`src/rtl/z80_io_uart.sv`:
```
// Z80 I/O-mapped UART: one data port (TX holding / RX buffer) and one status port,
// 8N1 framing at CLKS_PER_BIT clocks per bit, timers are down-counters to zero.
//
// TX / RX FSM states (same encoding for both machines)
//   state   | meaning
//   S_IDLE  | line idle; TX waits for holding byte, RX waits for low on synced line
//   S_START | start bit; TX drives 0, RX waits half a bit then re-checks the line
//   S_DATA  | eight data bits, LSB first, one per CLKS_PER_BIT clocks
//   S_STOP  | stop bit; TX drives 1, RX samples it for framing check

module z80_io_uart #(
    parameter logic [7:0] DATA_PORT    = 8'hBB,
    parameter logic [7:0] STATUS_PORT  = 8'hBC,
    parameter int         CLKS_PER_BIT = 16
) (
    input  logic       clk,
    input  logic       reset,
    input  logic [7:0] address,
    input  logic [7:0] din,
    input  logic       iorq_n,
    input  logic       rd_n,
    input  logic       wr_n,
    output logic [7:0] dout,
    output logic       dout_en,
    input  logic       s_rx,
    output logic       s_tx
);

    localparam int            CW        = $clog2(CLKS_PER_BIT);
    localparam logic [CW-1:0] BIT_LAST  = CW'(CLKS_PER_BIT - 1);
    localparam logic [CW-1:0] HALF_LAST = CW'(CLKS_PER_BIT / 2 - 1);

    typedef enum logic [1:0] {S_IDLE, S_START, S_DATA, S_STOP} state_t;

    // ---------------- CPU bus strobes ----------------
    logic       ws, rs, ws_q, rs_q;
    logic [7:0] rd_addr_q, rd_addr_d;
    logic       wr_accept, rd_fall, clr_rx_valid, clr_sticky;

    always_comb begin
        ws           = !iorq_n && !wr_n;
        rs           = !iorq_n && !rd_n;
        wr_accept    = ws && !ws_q && (address == DATA_PORT);
        rd_fall      = rs_q && !rs;
        rd_addr_d    = (rs && !rs_q) ? address : rd_addr_q;
        clr_rx_valid = rd_fall && (rd_addr_q == DATA_PORT);
        clr_sticky   = rd_fall && (rd_addr_q == STATUS_PORT);
    end

    always_ff @(posedge clk) begin
        if (reset) begin
            ws_q      <= 1'b0;
            rs_q      <= 1'b0;
            rd_addr_q <= 8'h00;
        end else begin
            ws_q      <= ws;
            rs_q      <= rs;
            rd_addr_q <= rd_addr_d;
        end
    end

    // ---------------- TX FSM ----------------
    state_t        tx_state_q, tx_state_d;
    logic [CW-1:0] tx_cnt_q, tx_cnt_d;
    logic [2:0]    tx_idx_q, tx_idx_d;
    logic [7:0]    tx_sh_q, tx_sh_d;
    logic [7:0]    hold_q, hold_d;
    logic          hold_full_q, hold_full_d;
    logic          tx_ovr_q, tx_ovr_d;
    logic          tx_take, tx_busy;

    always_ff @(posedge clk) begin
        if (reset) begin
            tx_state_q <= S_IDLE;
            tx_cnt_q   <= '0;
            tx_idx_q   <= 3'd0;
            tx_sh_q    <= 8'h00;
        end else begin
            tx_state_q <= tx_state_d;
            tx_cnt_q   <= tx_cnt_d;
            tx_idx_q   <= tx_idx_d;
            tx_sh_q    <= tx_sh_d;
        end
    end

    always_comb begin
        tx_state_d = tx_state_q;
        tx_cnt_d   = tx_cnt_q;
        tx_idx_d   = tx_idx_q;
        tx_sh_d    = tx_sh_q;
        case (tx_state_q)
            S_IDLE: ;
            S_START:
                if (tx_cnt_q == '0) begin
                    tx_state_d = S_DATA;
                    tx_cnt_d   = BIT_LAST;
                    tx_idx_d   = 3'd0;
                end else begin
                    tx_cnt_d = tx_cnt_q - CW'(1);
                end
            S_DATA:
                if (tx_cnt_q == '0) begin
                    tx_cnt_d = BIT_LAST;
                    tx_sh_d  = {1'b0, tx_sh_q[7:1]};
                    if (tx_idx_q == 3'd7) tx_state_d = S_STOP;
                    else                  tx_idx_d   = tx_idx_q + 3'd1;
                end else begin
                    tx_cnt_d = tx_cnt_q - CW'(1);
                end
            S_STOP:
                if (tx_cnt_q == '0) tx_state_d = S_IDLE;
                else                tx_cnt_d   = tx_cnt_q - CW'(1);
        endcase
        // Taking from STOP's last cycle gives back-to-back frames with no idle gap
        if (tx_take) begin
            tx_state_d = S_START;
            tx_cnt_d   = BIT_LAST;
            tx_sh_d    = hold_q;
        end
    end

    always_comb begin
        s_tx    = 1'b1;
        tx_busy = 1'b0;
        tx_take = hold_full_q &&
                  ((tx_state_q == S_IDLE) || ((tx_state_q == S_STOP) && (tx_cnt_q == '0)));
        case (tx_state_q)
            S_IDLE:  ;
            S_START: begin s_tx = 1'b0;       tx_busy = 1'b1; end
            S_DATA:  begin s_tx = tx_sh_q[0]; tx_busy = 1'b1; end
            S_STOP:  tx_busy = 1'b1;
        endcase
    end

    // Holding register: a write landing on the take cycle sees it as empty
    always_comb begin
        hold_d      = hold_q;
        hold_full_d = hold_full_q;
        tx_ovr_d    = tx_ovr_q && !clr_sticky;
        if (wr_accept && (!hold_full_q || tx_take)) begin
            hold_d      = din;
            hold_full_d = 1'b1;
        end else if (wr_accept) begin
            tx_ovr_d = 1'b1;
        end else if (tx_take) begin
            hold_full_d = 1'b0;
        end
    end

    always_ff @(posedge clk) begin
        if (reset) begin
            hold_q      <= 8'h00;
            hold_full_q <= 1'b0;
            tx_ovr_q    <= 1'b0;
        end else begin
            hold_q      <= hold_d;
            hold_full_q <= hold_full_d;
            tx_ovr_q    <= tx_ovr_d;
        end
    end

    // ---------------- RX FSM ----------------
    logic          rx_s1_q, rx_s2_q;
    state_t        rx_state_q, rx_state_d;
    logic [CW-1:0] rx_cnt_q, rx_cnt_d;
    logic [2:0]    rx_idx_q, rx_idx_d;
    logic [7:0]    rx_sh_q, rx_sh_d;
    logic [7:0]    rx_buf_q, rx_buf_d;
    logic          rx_valid_q, rx_valid_d;
    logic          rx_ovr_q, rx_ovr_d;
    logic          fr_err_q, fr_err_d;
    logic          rx_done, rx_bad_stop;

    always_ff @(posedge clk) begin
        if (reset) begin
            rx_s1_q    <= 1'b1;
            rx_s2_q    <= 1'b1;
            rx_state_q <= S_IDLE;
            rx_cnt_q   <= '0;
            rx_idx_q   <= 3'd0;
            rx_sh_q    <= 8'h00;
        end else begin
            rx_s1_q    <= s_rx;
            rx_s2_q    <= rx_s1_q;
            rx_state_q <= rx_state_d;
            rx_cnt_q   <= rx_cnt_d;
            rx_idx_q   <= rx_idx_d;
            rx_sh_q    <= rx_sh_d;
        end
    end

    always_comb begin
        rx_state_d = rx_state_q;
        rx_cnt_d   = rx_cnt_q;
        rx_idx_d   = rx_idx_q;
        rx_sh_d    = rx_sh_q;
        case (rx_state_q)
            S_IDLE:
                if (!rx_s2_q) begin
                    rx_state_d = S_START;
                    rx_cnt_d   = HALF_LAST;
                end
            S_START:
                if (rx_cnt_q == '0) begin
                    // Line back high at mid start bit is a glitch, not a frame
                    if (rx_s2_q) begin
                        rx_state_d = S_IDLE;
                    end else begin
                        rx_state_d = S_DATA;
                        rx_cnt_d   = BIT_LAST;
                        rx_idx_d   = 3'd0;
                    end
                end else begin
                    rx_cnt_d = rx_cnt_q - CW'(1);
                end
            S_DATA:
                if (rx_cnt_q == '0) begin
                    rx_cnt_d = BIT_LAST;
                    rx_sh_d  = {rx_s2_q, rx_sh_q[7:1]};
                    if (rx_idx_q == 3'd7) rx_state_d = S_STOP;
                    else                  rx_idx_d   = rx_idx_q + 3'd1;
                end else begin
                    rx_cnt_d = rx_cnt_q - CW'(1);
                end
            S_STOP:
                if (rx_cnt_q == '0) rx_state_d = S_IDLE;
                else                rx_cnt_d   = rx_cnt_q - CW'(1);
        endcase
    end

    always_comb begin
        rx_done     = (rx_state_q == S_STOP) && (rx_cnt_q == '0) && rx_s2_q;
        rx_bad_stop = (rx_state_q == S_STOP) && (rx_cnt_q == '0) && !rx_s2_q;
    end

    always_comb begin
        rx_buf_d   = rx_buf_q;
        rx_valid_d = rx_valid_q;
        rx_ovr_d   = rx_ovr_q && !clr_sticky;
        fr_err_d   = rx_bad_stop || (fr_err_q && !clr_sticky);
        if (rx_done && (!rx_valid_q || clr_rx_valid)) begin
            rx_buf_d   = rx_sh_q;
            rx_valid_d = 1'b1;
        end else if (rx_done) begin
            rx_ovr_d = 1'b1;
        end else if (clr_rx_valid) begin
            rx_valid_d = 1'b0;
        end
    end

    always_ff @(posedge clk) begin
        if (reset) begin
            rx_buf_q   <= 8'h00;
            rx_valid_q <= 1'b0;
            rx_ovr_q   <= 1'b0;
            fr_err_q   <= 1'b0;
        end else begin
            rx_buf_q   <= rx_buf_d;
            rx_valid_q <= rx_valid_d;
            rx_ovr_q   <= rx_ovr_d;
            fr_err_q   <= fr_err_d;
        end
    end

    // ---------------- read mux ----------------
    always_comb begin
        dout_en = 1'b0;
        dout    = 8'h00;
        if (rs && (address == DATA_PORT)) begin
            dout_en = 1'b1;
            dout    = rx_buf_q;
        end else if (rs && (address == STATUS_PORT)) begin
            dout_en = 1'b1;
            dout    = {2'b00, tx_busy, tx_ovr_q, fr_err_q, rx_ovr_q, !hold_full_q, rx_valid_q};
        end
    end

endmodule

```
`config.mk`:
```
export PLATFORM = sky130hd
export DESIGN_NAME = z80_io_uart
export DESIGN_NICKNAME = d
export VERILOG_FILES = /design/src/rtl/z80_io_uart.sv
export SDC_FILE = /design/constraint.sdc
export NUM_CORES = 1
export LEC_CHECK = 0
export BUFFER_PORTS_ARGS = -buffer_cell sky130_fd_sc_hd__clkbuf_2
export CAP_MARGIN = 20
export CELL_PAD_IN_SITES_DETAIL_PLACEMENT = 0
export CELL_PAD_IN_SITES_GLOBAL_PLACEMENT = 1
export CORE_MARGIN = 2
export CORE_UTILIZATION = 28
export DETAILED_ROUTE_END_ITERATION = 16
export GPL_TIMING_DRIVEN = 0
export PLACE_DENSITY = 0.61
export SYNTH_ARGS = -nofsm -noshare
export SYNTH_HDL_FRONTEND = slang
export SYNTH_SLANG_ARGS = --single-unit
export TNS_END_PERCENT = 50
```
`constraint.sdc`:
```
create_clock -name clk -period 2.2 [get_ports clk]
set_clock_uncertainty 0.1 [all_clocks]
set_input_delay 0.44 -clock clk [delete_from_list [all_inputs] [get_ports clk]]
set_output_delay 0.44 -clock clk [all_outputs]
set_load 0.05 [all_outputs]
```
# Word-level counts from Yosys, hierarchy flattened
# Index checks and enable logic that the tools add are counted.
dict set report op_classes {
  n_shift 0
  mux 51
  multipliers 0
  add_sub_neg 4
  n_div 0
  n_eq_ne 33
  order_cmp 0
  n_reduce_logical 61
  bitwise_logic 0
}
# operator count
set op_table {}
lappend op_table {{equality test 8 bit (second input constant)} 4}
lappend op_table {{2-to-1 mux 4 bit} 8}
lappend op_table {{2-to-1 mux 8 bit} 4}
lappend op_table {{inequality test 2 bit (second input constant)} 13}
lappend op_table {{2-to-1 mux 3 bit} 7}
lappend op_table {{logical AND 1 bit} 20}
lappend op_table {{2-to-1 mux 2 bit} 10}
lappend op_table {{AND reduction 5 bit} 4}
lappend op_table {{inequality test 3 bit (second input constant)} 6}
lappend op_table {{one-hot mux 4 bit (4 select lines)} 1}
lappend op_table {{2-to-1 mux 1 bit} 14}
lappend op_table {{one-hot mux 3 bit (2 select lines)} 2}
lappend op_table {{nonzero test 2 bit} 6}
lappend op_table {{logical NOT 1 bit} 10}
lappend op_table {{AND reduction 2 bit} 5}
lappend op_table {{equality test 2 bit (second input constant)} 4}
lappend op_table {{logical NOT 4 bit} 2}
lappend op_table {{one-hot mux 2 bit (4 select lines)} 1}
lappend op_table {{one-hot mux 4 bit (2 select lines)} 1}
lappend op_table {{subtractor 4 x 1 -> 4 bit (second input constant)} 2}
lappend op_table {{adder 3 x 1 -> 3 bit (second input constant)} 2}
lappend op_table {{equality test 3 bit (second input constant)} 2}
lappend op_table {{2-to-1 mux 6 bit} 1}
lappend op_table {{one-hot mux 2 bit (3 select lines)} 1}
lappend op_table {{11 further kinds} 19}
dict set report totals {
  word_cells 170
  in_bits 22
  ram_bits 0
  latchBits 0
  memories 0
  reg_bits 67
  romBits 0
}

# Depth between registers and ports, before layout
# Gate-level depths: netlist of run 1.
dict set report logic_depth {
  ltp_word 9
  ltp_mapped 7
  ltp_nobuf 6
}

# Worst setup path after synthesis of run 1
# OpenSTA, ideal clock, no wires.
dict set report synth_path {
  kind {input port to output port}
  start {input address[6]}
  end {output dout[0]}
  arrival_ns 1.631
  path_buffers 0
  required_time_ns 1.660
  path_stages 4
  setup_slack_ns 0.029
  path_cell_list {and4b_1 > nand3_1 > nor2_1 > a22o_1}
}
dict set report synth_between {
  elab_chain_len 4
  word_cells_on_any_way 6
  cone_classes {2 x eq/ne; 2 x mux; 2 x reduce/logical}
}
# item line_no
set synth_rtl {}
lappend synth_rtl {{from (decl)} 18} ;# input logic [7:0] address,
lappend synth_rtl {{equality test 8 bit} 272} ;# end else if (rs && (address == STATUS_PORT)) begin
lappend synth_rtl {{logical AND 1 bit} 272}
lappend synth_rtl {{2-to-1 mux 6 bit} 272}
lappend synth_rtl {{2-to-1 mux 8 bit (*)} 269} ;# if (rs && (address == DATA_PORT)) begin
lappend synth_rtl {{to (decl)} 23} ;# output logic [7:0] dout,
# Mark *: on every way between the ends. The rest lies on a longest branch, timed or not.

# Final worst setup path of run 1
dict set report layout_path {
  start {register tx_state_q[0]}
  end {output dout[5]}
}
dict set report layout_between {
  elab_chain_len 5
  word_cells_on_any_way 7
  cone_classes {3 x eq/ne; 3 x mux; 1 x reduce/logical}
}
# item line_no
set layout_rtl {}
lappend layout_rtl {{from (decl)} 63} ;# state_t tx_state_q, tx_state_d;
lappend layout_rtl {{from (signal assigned)} 79} ;# tx_state_q <= tx_state_d;
lappend layout_rtl {{equality test 2 bit / equality test 2 x 1 -> 1 bit (equally long branches)} 127} ;# case (tx_state_q)
lappend layout_rtl {{OR reduction 3 bit (no line) (*)} n/a}
lappend layout_rtl {{2-to-1 mux 1 bit (*)} 127}
lappend layout_rtl {{2-to-1 mux 6 bit (*)} 272}
lappend layout_rtl {{2-to-1 mux 8 bit (*)} 269}
# Marks and branches as above.

==> reports/summary.txt, run 1 <==
Run status - complete, but fails checks
Failing checks - DRC
Total CTS buffers - 9
Post-DR vias/cell - 4.836
Flops & latches, synth - 67
Per-cell routed wire length - 14.03 um
Post-layout util - 35.21%
WP data arrival - 1.59 ns
Final slew viol count - 0
Total track usage - 13.56%
WL final - 7940 um
Highest clock rate - 468.7 MHz
Dpl ws - -0.4556 ns
Layout cells sized above 1 - 18.68%
Syn_nets - 415
PD cells - 778.3 nW/um^2
Worst-path clk slew - 0.05 ns
Leak Pwr - 1.533 nW
TritonCTS clock tree - done
CTS Sinks - 67
Rel. slew slack - 55.24%
Gpl congestion - 0.7857
DIE WIDTH - 113.0 um
Port Buffers - 30
Ys Warns - 0
Netlist cell types - 61
Routed vias - 2737
Nets@finish - 457
Clock root cell - clkbuf_16
Total Power - 0.003156 W
Number of global-route vias before repair - 2763
CP Launch Type - flip-flop
Final Hold Fails - 0
Post-DP HPWL - 5775 um
Worst min-delay path category - input port to flip-flop
Boundary pin count - 32
Critical path class - flip-flop to output pin
Final worst-path cycle share - 96.97%
Netlist Area Pre-Place - 3324 sq um
Crit. End Element - output pin
Largest net degree at the start of global routing - 13
Tmin final - 2.133 ns
Area Growth Syn to Fin - 21.98%
Worst-Margin Slew - 0.6674 ns
Core area - 11520 sq um
Post-synth EDFFs - 0
Worst-Skew Late Latency - 0.33 ns
Bufs on Longest Clock Path - 2
1st-iter DRT viols - 87
Largest area contributor in the netlist - dfxtp_1
Pre-Repair DR Iteration Count - 10
DRC viols - 3
Grt ovf - 0
Most used DFF post-synth - dfxtp_1
VDD IR max - 0.3366 mV
Req. time, crit path - 1.66 ns
Initial cell density of the core - 28.87%
Crit path max fanout - 5
CTS H-Tree Depth - 3
Final worst setup slack - 0.06659 ns
Mapped Cells - 376
Most area-consuming cells after synthesis - dfxtp_1 (40%), ha_1 (6.4%), a21oi_1 (5.3%)
Die height - 113.0 um
Sequential area share after synthesis - 40.35%
Share of the synthesized area in the top cell type - 40.35%
N_diodes - 0
Initial antenna violation count - 0
Syn_area_per_cell - 8.842 sq um
Die Area - 12760 sq um
Final-report setup violation count - 0
Max_cap viols - 0
Post-synthesis async set-or-reset flop share - 0%
Site Rows - 39
First-pass GRT wire length - 13820 um
Final ANT Viol Nets - 0
==> layout make-up <==
| cell class | instances | area [sq um] |
|---|---|---|
| fill | 1201 | 7461 |
| multi-input combinational | 274 | 1846 |
| sequential | 67 | 1341 |
| clock buffer | 10 | 239.0 |
| timing repair buffer | 32 | 222.7 |
| tap | 143 | 178.9 |
| buffer | 19 | 106.4 |
| clock inverter | 6 | 65.06 |
| inverter | 15 | 56.30 |
==> sequential cells by signal (all words and copies together), names as in the netlist, named ones only <==
signal,flops
rs_q,1
tx_cnt_q,4
rx_valid_q,1
tx_ovr_q,1
hold_full_q,1
fr_err_q,1
rx_cnt_q,4
rx_ovr_q,1
tx_idx_q,3
rd_addr_q,8
hold_q,8
ws_q,1
tx_state_q,2
rx_s1_q,1
rx_idx_q,3
rx_state_q,1
rx_buf_q,8
tx_sh_q,8
rx_sh_q,8
rx_s2_q,1
==> per-stage QoR <==
step,TNS [ns],std cells,cell area [sq um],hold slack (ns)
4_1_cts,0,565,4021,0.1863
6_report,0,566,4055,0.1943
3_5_place_dp,-3.371,549,3654,0.2964
3_3_place_gp,-3.470,549,3654,0.2910
2_1_floorplan,0,376,3324,0.2895
5_1_grt,-0.005281,566,4055,0.1918
==> kinds of logic after synthesis <==
family	after synthesis	synth area share, %
buf+inv	35	5.005
mux	14	4.291
fa+ha+maj	17	6.398
simple gates	147	24.54
flops	67	40.35
compound gates	96	19.42
==> timing repair <==
item | CTS | global route
setup endpoints to repair | 8 | 10
endpoints found under the hold margin | 0 | 0
pin swaps | 2 | 2
gates cloned | 0 | 0
hold buffers | 0 | 0
buffers inserted | 1 | 1
gates resized for setup | 17 | 4
==> report_power, final <==
group	internal, W	switching, W
logic	0.000188	0.000232
clock network	0.000907	0.000541
registers	0.00125	0.0000355
total	0.00235	0.000808
==> worst paths after layout <==
kind,start,slack [ns],end,depth (start not counted)
setup / recovery,tx_state_q[0],0.07,dout[5],5
setup reg to reg,rx_cnt_q[0],0.25,rx_idx_q[2],6
hold reg to reg,rx_s1_q,0.31,rx_s2_q,1
hold / removal,s_rx,0.19,rx_s1_q,2
==> routing by layer <==
metal  vias to the layer above  GRT usage (%)  part of all wire, %
li1                       1434              -                    -
met1                      1260          17.96                   49
met2                        34          21.85                   46
met3                         9          3.053                  3.0
met4                         0          4.715                  1.4
met5                         -              0                    0
==> cells in the final DEF (no fill, tap or decap), drive strengths merged, types with 12 or more instances in the layout <==
cell,count
dfxtp,67
clkbuf,50
nand2,42
nor2,40
a21oi,36
o21ai,18
ha,17
inv,15
mux2i,12
==> critical path, stage by stage, from the launching register on <==
cell      delay, ns
dfxtp_1        0.42
inv_1          0.10
ha_1           0.30
inv_1          0.09
a22o_1         0.17
clkbuf_8       0.19
==> cell usage after synthesis, drive strengths merged (2+ instances only) <==
cell type and instances:
nor3b 3, a21oi 36, a2111oi 2, a311oi 7, o21a 2, nand2b 3
dfxtp 67, a21o 2, and2 7, o31a 2, o21ai 18, nand3 9
a22o 6, or3b 9, ha 17, a31oi 2, or4 3, nand3b 2
and4bb 2, buf 9, nand2 42, mux2i 12, a22oi 6, nor3 11
or2 4, inv 15, nor2 40, and3 3, o211ai 2, nand4bb 3
mux2 2, clkbuf 11
No activity file was read; power rests on OpenSTA's default activity.
==> run 2: changes to the inputs <==
clock period = 2.15 ns   (was 2.2 ns; I/O delays follow)
==> run 2 against run 1 <==
Net effect:
- the flow still finishes with violations (DRC)
- design area is 1.4% higher
- die area stayed put
- final cell count is 0.35% higher
- first-iteration DRC count is 30% lower
- combinational power is 4% higher
- flip-flop and latch count stayed put
- power is 5.7% higher
==> reports/summary.txt, run 2 (synthesized netlist as in run 1, its figures left out) <==
Run status - complete, but fails checks (unchanged)
Failing checks - DRC (unchanged)
Clock share of power - 47.4% (was 45.9%)
Final slew viol count - 0 (unchanged)
TritonCTS clock tree - done (unchanged)
WP data arrival - 1.59 ns (about the same)
CTS H-Tree Depth - 3 (unchanged)
Filler cell count in the final layout - 1226 (was 1201)
Final ANT Viol Nets - 0 (unchanged)
N_diodes - 0 (unchanged)
Highest clock rate - 472.3 MHz
Layout cells sized above 1 - 20.71% (was 18.68%)
Die height - 113.0 um (unchanged)
Worst-Margin Slew - 0.6607 ns (was 0.6674 ns)
Critical path class - input port to output pin (was flip-flop to output pin)
Register share of total power - 39.6% (was 40.8%)
RSZ-0062 raised after global routing - yes
Req. time, crit path - 1.62 ns (was 1.66 ns)
DIE WIDTH - 113.0 um (unchanged)
Port Buffers - 30 (unchanged)
PD cells - 811.5 nW/um^2 (was 778.3 nW/um^2)
Placed Cells - 549 (unchanged)
1st-iter DRT viols - 61 (was 87)
CP endpoint - dout[5] (unchanged)
Final Hold Fails - 0 (unchanged)
Nets@finish - 459 (was 457)
Switching Share - 25.05% (was 25.61%)
Total CTS buffers - 9 (unchanged)
Final worst-path cycle share - 98.47%
Boundary pin count - 32 (unchanged)
Start point of the critical path - address[6] (was tx_state_q[0])
WL final - 7852 um (was 7940 um)
Commonest non-fill, non-tap cells in the layout - dfxtp_1 (64), nand2_1 (42), nor2_1 (39) (was dfxtp_1 (67), nand2_1 (42), nor2_1 (39))
Post-Route M1 WL - 3828 um (was 3922 um)
Met2 Wirelength - 3719 um (was 3669 um)
Routed vias - 2795 (was 2737)
Clock root cell - clkbuf_16 (unchanged)
Die Area - 12760 sq um (unchanged)
CP Launch Type - input port (was flip-flop)
Leak Pwr - 1.557 nW (was 1.533 nW)
Bufs on Longest Clock Path - 2 (unchanged)
Top sig layer - met4 (unchanged)
Rel. slew slack - 55.69% (was 55.24%)
Site Rows - 39 (unchanged)
Largest net degree at the start of global routing - 14 (was 13)
Crit. End Element - output pin (unchanged)
Number of global-route vias before repair - 2691 (was 2763)
R2r endpoint - rx_cnt_q[2] (was rx_idx_q[2])
Core area - 11520 sq um (unchanged)
Post-DP HPWL - 5773 um (was 5775 um)
Initial cell density of the core - 28.87% (unchanged)
Crit path max fanout - 6 (was 5)
Reg2reg path depth - 6 (unchanged)
Gpl congestion - 0.7810 (was 0.7857)
Per-cell routed wire length - 13.82 um (was 14.03 um)
Worst-Skew Late Latency - 0.32 ns (was 0.33 ns)
Combinational share of power - 13.0% (was 13.3%)
DRC viols - 1 (was 3)
Met3 wire length - 227 um (was 238 um)
Total track usage - 12.93% (was 13.56%)
Grt ovf - 0 (unchanged)
VDD IR max - 0.3473 mV (was 0.3366 mV)
Post-DR vias/cell - 4.921 (was 4.836)
Reg-to-Reg Start - rx_cnt_q[0] (unchanged)
First-pass GRT wire length - 13160 um (was 13820 um)
Worst-path clk slew - 0.06 ns (was 0.05 ns)
Tmin final - 2.117 ns
R2R setup slack - 0.18 ns (was 0.25 ns)
P_sw - 0.0008355 W (was 0.0008083 W)
Int Pwr - 0.002500 W (was 0.002348 W)
Area Growth Syn to Fin - 23.64% (was 21.98%)
Dpl ws - -0.5178 ns (was -0.4556 ns)
Max_cap viols - 0 (unchanged)
CTS Sinks - 67 (unchanged)
Final Non-Filler Cells - 568 (was 566)
Final-report setup violation count - 0 (unchanged)
Worst min-delay path category - input port to flip-flop (unchanged)
Pre-Repair DR Iteration Count - 10 (unchanged)
Initial antenna violation count - 0 (unchanged)
Most common cell after layout, fill and taps aside - dfxtp_1 (unchanged)
Post-layout util - 35.69% (was 35.21%)
Final worst setup slack - 0.03290 ns (was 0.06659 ns)
-- run 2: worst min path at each step --
stage | to | slack [ns] | startpoint | cells past startpoint
finish | rx_s1_q | 0.19 | s_rx | 2
floorplan | rx_s2_q | 0.29 | rx_s1_q | 1
global route | rx_s1_q | 0.18 | s_rx | 2
detailed placement | rx_s2_q | 0.30 | rx_s1_q | 1
global placement | rx_s2_q | 0.29 | rx_s1_q | 1
CTS | rx_s1_q | 0.18 | s_rx | 2
-- run 2: routing by layer --
metal / up-vias / track usage, %
met5: - / 0
met1: 1308 / 16.71
met4: 0 / 3.659
li1: 1441 / -
met3: 7 / 2.678
met2: 39 / 21.93
-- run 2: timing repair --
item | CTS | global route
setup endpoints to repair | 9 | 13
pin swaps | 3 | 4
buffers inserted | 3 | 1
resized for setup | 18 | 17
hold buffers | 0 | 0
endpoints found under the hold margin | 0 | 0
-- run 2: layout make-up --
class | instances | area (sq um) | area share, %
repair buffers | 34 | 236.5 | 5.753
clock inverters | 7 | 98.84 | 2.405
inverters | 15 | 56.30 | 1.370
multi-input cells | 274 | 1863 | 45.33
plain buffers | 19 | 106.4 | 2.588
well taps | 143 | 178.9 | 4.353
flip-flops and latches | 67 | 1345 | 32.72
clock buffers | 9 | 225.2 | 5.479
-- run 2: metrics by stage --
stage          instance area, sq um  hold WS (ns)  total power [W]    TNS, ns
2_1_floorplan                  3328        0.2895         0.001669  -0.002697
3_3_place_gp                   3657        0.2908         0.001766     -3.744
3_5_place_dp                   3657        0.3015         0.001773     -3.836
4_1_cts                        4063        0.1792         0.003374   -0.01562
5_1_grt                        4110        0.1755         0.003502   -0.03941
6_report                       4110        0.1876         0.003336          0
-- run 2: power by group through the flow --
stage | Sequential, W | Clock (W) | Combinational (W)
5_1_grt | 0.00133 | 0.00168 | 0.000497
3_3_place_gp | 0.00134 | 0 | 0.000422
2_1_floorplan | 0.00134 | 0 | 0.000333
3_5_place_dp | 0.00135 | 0 | 0.000427
4_1_cts | 0.00132 | 0.00162 | 0.000431
6_report | 0.00132 | 0.00158 | 0.000435
-- run 2: worst max-delay path, stage by stage --
cell     delay, ns
buf_6         0.09
and4b_2       0.33
buf_4         0.13
and3_4        0.24
a22o_1        0.21
buf_8         0.16
